**config.mk**
```make
export PLATFORM = sky130hd
export DESIGN_NAME = cmd_arbiter_credit_ctrl
export DESIGN_NICKNAME = d
export VERILOG_FILES = /design/src/rtl/cmd_arbiter_credit_ctrl.sv
export SDC_FILE = /design/constraint.sdc
export NUM_CORES = 1
export LEC_CHECK = 0
export CAP_MARGIN = 5
export CORE_AREA = 2 2 135 137
export DETAILED_ROUTE_END_ITERATION = 12
export DIE_AREA = 0 0 137 139
export GPL_TIMING_DRIVEN = 0
export PLACE_DENSITY = 0.68
export REMOVE_ABC_BUFFERS = 1
export SLEW_MARGIN = 20
export SYNTH_ARGS = -nofsm -noshare
export SYNTH_HDL_FRONTEND = slang
export SYNTH_SLANG_ARGS = --single-unit
```
**constraint.sdc**
```tcl
create_clock -name clock -period 8.07 [get_ports clock]
set_clock_uncertainty 0.05 [all_clocks]
set_input_delay 0.807 -clock clock [delete_from_list [all_inputs] [get_ports clock]]
set_output_delay 0.807 -clock clock [all_outputs]
set_load 0.02 [all_outputs]
```
**src/rtl/cmd_arbiter_credit_ctrl.sv**
```systemverilog
// Shares the PSL command issue path between the restart, WED, write and read buffers and tracks PSL credits.
// Request/grant bit order: [3]=WED [2]=write [1]=read [0]=restart. Define CMD_ARBITER_STATS_EN for per-requester grant counters.
module cmd_arbiter_credit_ctrl #(
   parameter int CREDIT_BITS    = 9,
   parameter int CREDIT_RESERVE = 1,
   parameter int LINE_BITS      = 64
) (
   input  logic                   clock,
   input  logic                   reset,
   input  logic                   enabled,
   input  logic                   credits_load,
   input  logic [7:0]             credits_init,
   input  logic                   restart_pending,
   input  logic [3:0]             request_in,
   input  logic [LINE_BITS-1:0]   restart_cmd_in,
   input  logic [LINE_BITS-1:0]   wed_cmd_in,
   input  logic [LINE_BITS-1:0]   write_cmd_in,
   input  logic [LINE_BITS-1:0]   read_cmd_in,
   input  logic                   credit_return,
   output logic [3:0]             grant_out,
   output logic [LINE_BITS-1:0]   command_out,
   output logic [CREDIT_BITS-1:0] credits_available,
   output logic                   credit_error
`ifdef CMD_ARBITER_STATS_EN
   ,
   output logic [127:0]           grant_stats_out
`endif
);

   localparam int REQ_RESTART = 0;
   localparam int REQ_READ    = 1;
   localparam int REQ_WRITE   = 2;
   localparam int REQ_WED     = 3;
   localparam int VALID_BIT   = LINE_BITS - 1;
   localparam logic [CREDIT_BITS-1:0] RESERVE = CREDIT_BITS'(CREDIT_RESERVE);
   localparam logic [CREDIT_BITS-1:0] ONE     = CREDIT_BITS'(1);

   typedef enum logic [1:0] {ARB_RESET, ARB_IDLE, ARB_RUN} arb_state_t;
   typedef enum logic {PTR_READ, PTR_WRITE} rr_ptr_t;

   arb_state_t             state_q;
   rr_ptr_t                rrPtr_q;
   logic [CREDIT_BITS-1:0] credits_q;
   logic [CREDIT_BITS-1:0] credits_d;
   logic [CREDIT_BITS-1:0] creditsMax_q;
   logic [CREDIT_BITS-1:0] loadValue;
   logic                   creditError_q;
   logic                   creditError_d;
   logic [LINE_BITS-1:0]   command_q;
   logic [LINE_BITS-1:0]   selLine;
   logic [3:0]             grant;
   logic [3:0]             eligible;
   logic                   othersOk;
   logic                   consume;
   logic                   loadAccepted;

   assign loadAccepted = credits_load && (state_q != ARB_RESET);
   assign loadValue    = {{(CREDIT_BITS-8){1'b0}}, credits_init};

   // The last CREDIT_RESERVE credits are kept for restart so a restart sequence can never be starved.
   always_comb begin
      eligible = '0;
      grant    = '0;
      selLine  = '0;
      othersOk = (credits_q > RESERVE) && !restart_pending;
      eligible[REQ_RESTART] = request_in[REQ_RESTART] && (credits_q != '0);
      eligible[REQ_READ]    = request_in[REQ_READ] && othersOk;
      eligible[REQ_WRITE]   = request_in[REQ_WRITE] && othersOk;
      eligible[REQ_WED]     = request_in[REQ_WED] && othersOk;
      if (state_q == ARB_RUN && enabled) begin
         if (eligible[REQ_RESTART]) begin
            grant[REQ_RESTART] = 1'b1;
         end else if (eligible[REQ_WED]) begin
            grant[REQ_WED] = 1'b1;
         end else if (eligible[REQ_READ] && eligible[REQ_WRITE]) begin
            if (rrPtr_q == PTR_READ) grant[REQ_READ] = 1'b1;
            else                     grant[REQ_WRITE] = 1'b1;
         end else if (eligible[REQ_READ]) begin
            grant[REQ_READ] = 1'b1;
         end else if (eligible[REQ_WRITE]) begin
            grant[REQ_WRITE] = 1'b1;
         end
      end
      if (grant[REQ_RESTART])    selLine = restart_cmd_in;
      else if (grant[REQ_WED])   selLine = wed_cmd_in;
      else if (grant[REQ_WRITE]) selLine = write_cmd_in;
      else if (grant[REQ_READ])  selLine = read_cmd_in;
   end

   // Invalid head lines are forwarded but cost no credit; a load overrides any same-cycle issue or return.
   always_comb begin
      credits_d     = credits_q;
      creditError_d = creditError_q;
      consume       = (|grant) && selLine[VALID_BIT];
      if (loadAccepted) begin
         credits_d = loadValue;
      end else if (consume && !credit_return) begin
         if (credits_q == '0) creditError_d = 1'b1;
         else                 credits_d = credits_q - ONE;
      end else if (credit_return && !consume) begin
         if (credits_q >= creditsMax_q) creditError_d = 1'b1;
         else                           credits_d = credits_q + ONE;
      end
   end

   always_ff @(posedge clock or posedge reset) begin
      if (reset) begin
         state_q       <= ARB_RESET;
         rrPtr_q       <= PTR_READ;
         credits_q     <= '0;
         creditsMax_q  <= '0;
         creditError_q <= 1'b0;
         command_q     <= '0;
      end else begin
         case (state_q)
            ARB_RESET: state_q <= ARB_IDLE;
            ARB_IDLE:  if (credits_load) state_q <= ARB_RUN;
            ARB_RUN:   if (credits_load) state_q <= ARB_IDLE;
            default:   state_q <= ARB_IDLE;
         endcase
         credits_q     <= credits_d;
         creditError_q <= creditError_d;
         if (loadAccepted) creditsMax_q <= loadValue;
         if (|grant) begin
            command_q <= selLine;
            if (grant[REQ_READ] || grant[REQ_WRITE]) begin
               rrPtr_q <= (rrPtr_q == PTR_READ) ? PTR_WRITE : PTR_READ;
            end
         end else begin
            command_q[VALID_BIT] <= 1'b0;
         end
      end
   end

   assign grant_out         = grant;
   assign command_out       = command_q;
   assign credits_available = credits_q;
   assign credit_error      = creditError_q;

`ifdef CMD_ARBITER_STATS_EN
   logic [31:0] stats_q [4];

   // Only real (valid) commands are counted, saturating at all-ones.
   always_ff @(posedge clock or posedge reset) begin
      if (reset) begin
         for (int i = 0; i < 4; i++) stats_q[i] <= '0;
      end else begin
         for (int i = 0; i < 4; i++) begin
            if (grant[i] && selLine[VALID_BIT] && (stats_q[i] != '1)) stats_q[i] <= stats_q[i] + 32'd1;
         end
      end
   end

   assign grant_stats_out = {stats_q[3], stats_q[2], stats_q[1], stats_q[0]};
`endif

endmodule

```
After elaboration in Yosys (flattened, before gate mapping)
Cells that the tools add are included.

cells by class
  add/subtract/negate cells = 2
  magnitude comparators = 2
  equal/unequal tests = 7
  mux-type cells = 28
  bitwise gates (word level) = 1
  reduce and logical (&&, ||, !) cells = 26

operator list
  operator                                             number
  2-to-1 mux 64 bit                                    4
  2-to-1 mux 9 bit                                     5
  2-to-1 mux 1 bit                                     12
  logical AND 1 bit                                    11
  adder 9 x 1 -> 9 bit (second input constant)         1
  greater-or-equal comparator 9 x 8 -> 1 bit           1
  > comparator 9 x 1 -> 1 bit (second input constant)  1
  logical NOT 9 bit                                    1
  nonzero test 9 bit                                   1
  subtractor 9 x 1 -> 9 bit (second input constant)    1
  2-to-1 mux 2 bit                                     4
  != test 3 bit (second input constant)                2
  nonzero test 2 bit                                   3
  2-to-1 mux 4 bit                                     1
  != test 2 bit (second input constant)                2
  one-hot mux 2 bit (2 select lines)                   1
  AND reduction 2 bit                                  2
  AND reduction 4 bit                                  1
  OR reduction 4 bit                                   1
  logical NOT 1 bit                                    3
  2-to-1 mux 3 bit                                     1
  AND reduction 3 bit                                  1
  nonzero test 3 bit                                   1
  == test 2 x 1 -> 1 bit (second input constant)       1
  4 further kinds                                      4

storage, ports and cells
  register bits after elaboration = 85
  bits of input ports = 274
  output and inout bits = 78
  logic and storage cells = 73

Depth between registers and ports, before layout
  depth after elaboration = 19
  depth in mapped cells = 18
  depth with buffers taken out = 15

Least setup slack after synthesis
No wires, ideal clock.

  kind = register to register
  start point = register credits_q[0] (netlist: credits_available[0])
  end point = register credits_q[4] (netlist: credits_available[4])
  library setup time = 77 ps
  arrival time = 3350 ps
  data required time = 7943 ps
  setup slack = 4593 ps
  cell stages (with the launch flop) = 18
  buffers on the path = 2
  period minus slack after synthesis = 3477 ps
  cell sequence = dfrtp_1 -> inv_1 -> ha_1 -> nor4b_2 -> nand2_2 -> and3_1 -> buf_6 -> buf_4 -> a21oi_1 -> o21ai_0 -> o221a_2 -> ha_1 -> nand2b_1 -> a21o_1 -> o22ai_1 -> o32ai_1 -> xor2_1 -> a21oi_1

on the way
  cells in the longest elaborated chain, start to end = 17
  elaborated cells on any way between the ends = 39
  classes of those cells = add/sub: 2; order compare: 2; eq/ne: 2; mux: 18; reduce/logical: 15

RTL lines
  what                                                         line    RTL
  start: declaration                                           43      logic [CREDIT_BITS-1:0] credits_q;
  start signal: assignment                                     121     credits_q <= credits_d;
  > comparator 9 x 1 -> 1 bit                                  65      othersOk = (credits_q > RESERVE) && !restart_pending;
  logical AND 1 bit                                            65
  logical AND 1 bit, on equally long branches                  67, 68
  2-to-1 mux 1 bit, or another cell as far along               78      end else if (eligible[REQ_READ]) begin
  2-to-1 mux 2 bit / 2-to-1 mux 1 bit (equally long branches)  75, 78
  2-to-1 mux 2 bit, on equally long branches                   73, 75
  2-to-1 mux 3 bit / 2-to-1 mux 2 bit (equally long branches)  71, 73
  2-to-1 mux 4 bit (*)                                         70      if (state_q == ARB_RUN && enabled) begin
  (+2 left out)                                                -
  2-to-1 mux 64 bit                                            85      else if (grant[REQ_WED]) selLine = wed_cmd_in;
  2-to-1 mux 64 bit                                            84      if (grant[REQ_RESTART]) selLine = restart_cmd_in;
  logical AND 1 bit (*)                                        94      consume = (|grant) && selLine[VALID_BIT];
  net consume                                                  54      logic consume;
  logical NOT 1 bit                                            100     end else if (credit_return && !consume) begin
  logical AND 1 bit                                            100
  nonzero test 3 bit (no line)                                 -
  AND reduction 3 bit (no line)                                -

The timed path passes the listed nets; every way through them passes the cells marked *. The select of a mux whose other input is x is not followed.
A chain may end at the register's enable or synchronous reset.

Final worst setup path
  start point = input port enabled
  end point = register credits_q[4] (netlist: credits_available[4])

on the way
  cells in the longest elaborated chain, start to end = 11
  elaborated cells on any way between the ends = 17
  classes of those cells = eq/ne: 2; mux: 7; reduce/logical: 8

RTL lines
  what                           line  RTL
  start: declaration             10    input logic enabled,
  logical AND 1 bit (*)          70
  2-to-1 mux 4 bit (*)           70
  2-to-1 mux 64 bit              87    else if (grant[REQ_READ]) selLine = read_cmd_in;
  2-to-1 mux 64 bit              86    else if (grant[REQ_WRITE]) selLine = write_cmd_in;
  2-to-1 mux 64 bit              85
  2-to-1 mux 64 bit              84
  logical AND 1 bit (*)          94
  net consume                    54
  logical NOT 1 bit              100
  logical AND 1 bit              100
  nonzero test 3 bit (no line)   -
  AND reduction 3 bit (no line)  -

The timed path passes the listed nets; every way through them passes the cells marked *.

==> impl_metrics.xml <==
<?xml version="1.0" encoding="UTF-8"?>
<metrics>
  <group name="cells_and_area">
    <metric name="final_cell_count_no_fill" unit="">1046</metric>
    <metric name="mostFrequentLayoutCells" unit="">clkdlybuf4s50_1 (350), dfrtp_1 (85), nor2_1 (81)</metric>
    <metric name="layout.filler_cells" unit="">1616</metric>
    <metric name="area.growth.synth_to_final" unit="%">78.73</metric>
    <metric name="final_layout_size_suffix_gt1_share" unit="%">5.153</metric>
    <metric name="layout.cells.most_common" unit="">clkdlybuf4s50_1</metric>
    <metric name="num-nets-final" unit="">1098</metric>
  </group>
  <group name="grt">
    <metric name="global_route.overflow_total" unit="">0</metric>
    <metric name="gr-usage-all-layers" unit="%">21.98</metric>
    <metric name="vias_in_the_first_global_route" unit="">5789</metric>
    <metric name="antenna_violations_before_repair" unit="">2</metric>
    <metric name="wire_length_of_the_first_global_routing_pass" unit="um">32450</metric>
    <metric name="grt_max_degree" unit="">66</metric>
  </group>
  <group name="sta">
    <metric name="worst_hold_slack" unit="ps">406.7</metric>
    <metric name="rsz0062_at_grt" unit="">no</metric>
    <metric name="final-hold-violation-count" unit="">0</metric>
    <metric name="post-route-period-util" unit="%">56.30</metric>
    <metric name="maxSlewHeadroom" unit="%">46.19</metric>
    <metric name="min_period" unit="ps">4544</metric>
    <metric name="worst_pin_slew" unit="ps">807.1</metric>
    <metric name="final-setup-viol-count" unit="">0</metric>
    <metric name="peak_freq" unit="MHz">220.1</metric>
    <metric name="finalWorstSetupSlack" unit="ps">3527</metric>
    <metric name="final-max-slew-violation-count" unit="">0</metric>
  </group>
  <group name="clock_network">
    <metric name="cts_sinks" unit="">85</metric>
    <metric name="cts.root.buffer_cell" unit="">clkbuf_16</metric>
    <metric name="cts.htree.levels" unit="">3</metric>
    <metric name="cts.path.max_buffers" unit="">2</metric>
    <metric name="clock_buffer_count_from_cts" unit="">9</metric>
    <metric name="post_cts_resize_count" unit="">0</metric>
    <metric name="setup_repair_bufs_after_cts" unit="">0</metric>
    <metric name="cts.reportedPaths.clkPinSlew" unit="ps">60</metric>
    <metric name="ctsHoldBuffers" unit="">0</metric>
    <metric name="clk_latency" unit="ps">340</metric>
    <metric name="cts_tree" unit="">built</metric>
  </group>
  <group name="floorplanning">
    <metric name="chipWidth" unit="um">137</metric>
    <metric name="placement_rows" unit="">49</metric>
    <metric name="chipHeight" unit="um">139</metric>
    <metric name="ios" unit="">352</metric>
    <metric name="full_die_area" unit="um^2">19040</metric>
    <metric name="coreArea" unit="um^2">17660</metric>
    <metric name="initial_utilization" unit="%">28.61</metric>
  </group>
  <group name="logic_synthesis">
    <metric name="syn-cell-area" unit="um^2">5052</metric>
    <metric name="ys_warn_count" unit="">0</metric>
    <metric name="ys_types" unit="">55</metric>
    <metric name="ys_ff_latch" unit="">85</metric>
    <metric name="synth_flop_cell" unit="">dfrtp_1</metric>
    <metric name="async_flop_share" unit="%">100.0</metric>
    <metric name="synthesis.instances" unit="">488</metric>
    <metric name="fraction_of_the_yosys_area_taken_by_sequential_cells" unit="%">42.10</metric>
    <metric name="syn_area_per_cell" unit="um^2">10.35</metric>
    <metric name="synth_edf_count" unit="">0</metric>
  </group>
  <group name="pwr">
    <metric name="intPower" unit="W">0.001458</metric>
    <metric name="power.static_leakage" unit="nW">3.604</metric>
    <metric name="power.ir.vdd_worst" unit="uV">157.9</metric>
    <metric name="clk_pwr_share" unit="%">18.9</metric>
    <metric name="power.share.switching" unit="%">36.44</metric>
    <metric name="seq_power_share" unit="%">32.1</metric>
    <metric name="power_density" unit="nW/um^2">254.0</metric>
    <metric name="switching_power" unit="W">0.0008357</metric>
    <metric name="total_power" unit="W">0.002294</metric>
    <metric name="share_comb_of_total_power" unit="%">49.0</metric>
  </group>
  <group name="worst_setup_path">
    <metric name="crit_path_max_incr_delay" unit="ps">470</metric>
    <metric name="worstPathCellList" unit="">clkdlybuf4s50_1 &gt; inv_1 &gt; nor2_1 &gt; and3b_1 &gt; nand2_4 &gt; o21ai_0 &gt; o221a_2 &gt; ha_1 &gt; nand2b_1 &gt; a21o_1 &gt; o22ai_1 &gt; o32ai_1 &gt; xor2_1 &gt; a21oi_1</metric>
    <metric name="worst_setup_path_start_kind" unit="">input pin</metric>
    <metric name="worstPathArrival" unit="ps">4680</metric>
    <metric name="cp_num_buf_inv" unit="">2</metric>
    <metric name="critical_path.max_fanout" unit="">65</metric>
    <metric name="timing_worst_setup_path_type" unit="">in2reg</metric>
    <metric name="crit_required" unit="ps">8210</metric>
    <metric name="setup.worst_path.start" unit="">enabled</metric>
    <metric name="critical_path.top_delay_family" unit="">compound AO/OA/AOI/OAI gates</metric>
    <metric name="setup.worst_path.end_class" unit="">flip-flop</metric>
    <metric name="timing.rr.start" unit="">credits_available[4]</metric>
    <metric name="cp_slowest_cell" unit="">clkdlybuf4s50_1</metric>
  </group>
  <group name="drt">
    <metric name="post_drt_via_cell_ratio" unit="">5.470</metric>
    <metric name="drt.antenna.violating_nets" unit="">0</metric>
    <metric name="drt_iter0_drc" unit="">565</metric>
    <metric name="routed-via-count" unit="">5722</metric>
    <metric name="route.final.wire_length" unit="um">21440</metric>
    <metric name="detailedRoute.firstPassIterationCount" unit="">12</metric>
    <metric name="drcViolationCount" unit="">0</metric>
    <metric name="drt-wirelength-per-cell" unit="um">20.50</metric>
  </group>
  <group name="min_path">
    <metric name="hold_path_class" unit="">reg2reg</metric>
    <metric name="worstHoldStart" unit="">credit_error</metric>
  </group>
  <group name="place">
    <metric name="gp_congestion" unit="">0.8117</metric>
    <metric name="detailedPlace.worstSlack" unit="ps">3053</metric>
    <metric name="dp_hpwl" unit="um">16110</metric>
    <metric name="dp.cells" unit="">1028</metric>
    <metric name="buffer_ports.inserted" unit="">351</metric>
  </group>
  <group name="flow_run">
    <metric name="drv.max_cap_violation_count" unit="">0</metric>
  </group>
  <group name="status">
    <metric name="status" unit="">complete, no violations</metric>
  </group>
</metrics>
-- cell type report --
class	count	area, um^2	share of cell area, %
clock inverters	5	58.81	0.6512
multi-input cells	335	2525	27.96
diodes	2	5.005	0.05542
repair buffers	361	3702	41.00
inverters	18	72.57	0.8037
clock buffers	11	252.7	2.799
well taps	229	286.5	3.173
flip-flops and latches	85	2127	23.56
-- Yosys cell counts, types with 2 or more instances --
library cell | instances | area, um^2
buf_6 | 8 | 90.09
o21ai_0 | 15 | 75.07
nand2_1 | 22 | 82.58
nand2b_1 | 2 | 12.51
clkbuf_1 | 25 | 93.84
buf_1 | 2 | 7.510
or3_1 | 2 | 12.51
a21oi_1 | 10 | 50.05
a21o_1 | 3 | 22.52
a22oi_1 | 2 | 15.01
ha_1 | 14 | 175.2
nand3_1 | 7 | 35.03
buf_2 | 6 | 30.03
buf_4 | 2 | 15.01
a222oi_1 | 63 | 630.6
nor3_1 | 3 | 15.01
xor2_1 | 6 | 52.55
inv_1 | 18 | 67.56
nor2_1 | 81 | 304.0
and3_1 | 6 | 37.54
buf_12 | 6 | 120.1
dfrtp_1 | 85 | 2127
a211oi_1 | 2 | 15.01
o31ai_1 | 4 | 30.03
o22ai_1 | 2 | 12.51
a221o_1 | 63 | 630.6
-- kinds of logic (layout without fill, tap and decap cells) --
kind of cell	Yosys count	count (layout)	share of synthesized area, %
xor+xnor	7	7	1.213
other cells	0	2	0
fa+ha+maj	14	14	3.467
buf+inv	68	395	8.494
flops	85	85	42.10
simple gates	133	133	11.84
compound gates	180	180	32.66
mux	1	1	0.2229
-- power by group through the flow --
stage,Combinational [W],Sequential [W],Clock [W]
after floorplan,0.000351,0.000909,0
after global placement,0.00111,0.000733,0
after detailed placement,0.00113,0.000731,0
after CTS,0.00114,0.000735,0.000447
after global routing,0.00120,0.000757,0.000466
final,0.00112,0.000735,0.000434
-- stage by stage --
| stage | cell area (um^2) | setup TNS, ps | util [%] |
|---|---|---|---|
| after floorplan | 4691 | 0 | - |
| after global placement | 8491 | -257700 | 48.09 |
| after detailed placement | 8710 | 0 | 49.33 |
| after CTS | 9021 | 0 | 51.09 |
| after global routing | 9027 | 0 | 51.13 |
| final | 9030 | 0 | 51.14 |
-- registers in the layout (all words and copies together), names as in the netlist --
register and count:
credit_error 1, credits_available 9, rrPtr_q 1, command_out 64, state_q 2, creditsMax_q 8
-- path summary, 6_finish.rpt --
check	slack (ps)	cells after the start	endpoint
min in group asynchronous	780	2	command_out[41]
max	3530	14	credits_available[4]
min	410	1	credit_error
max in group asynchronous	6600	3	command_out[35]
max reg2reg	3560	13	credits_available[4]
min reg2reg	410	1	credit_error
-- layer usage --
layer | GRT usage (%) | routed length [um] | vias up
met5 | 0 | 0 | -
met4 | 7.325 | 466 | 0
met1 | 28.33 | 8927 | 2805
li1 | - | - | 2623
met2 | 35.45 | 10320 | 264
met3 | 5.885 | 1731 | 30
Power figures use the tool's default switching activity.
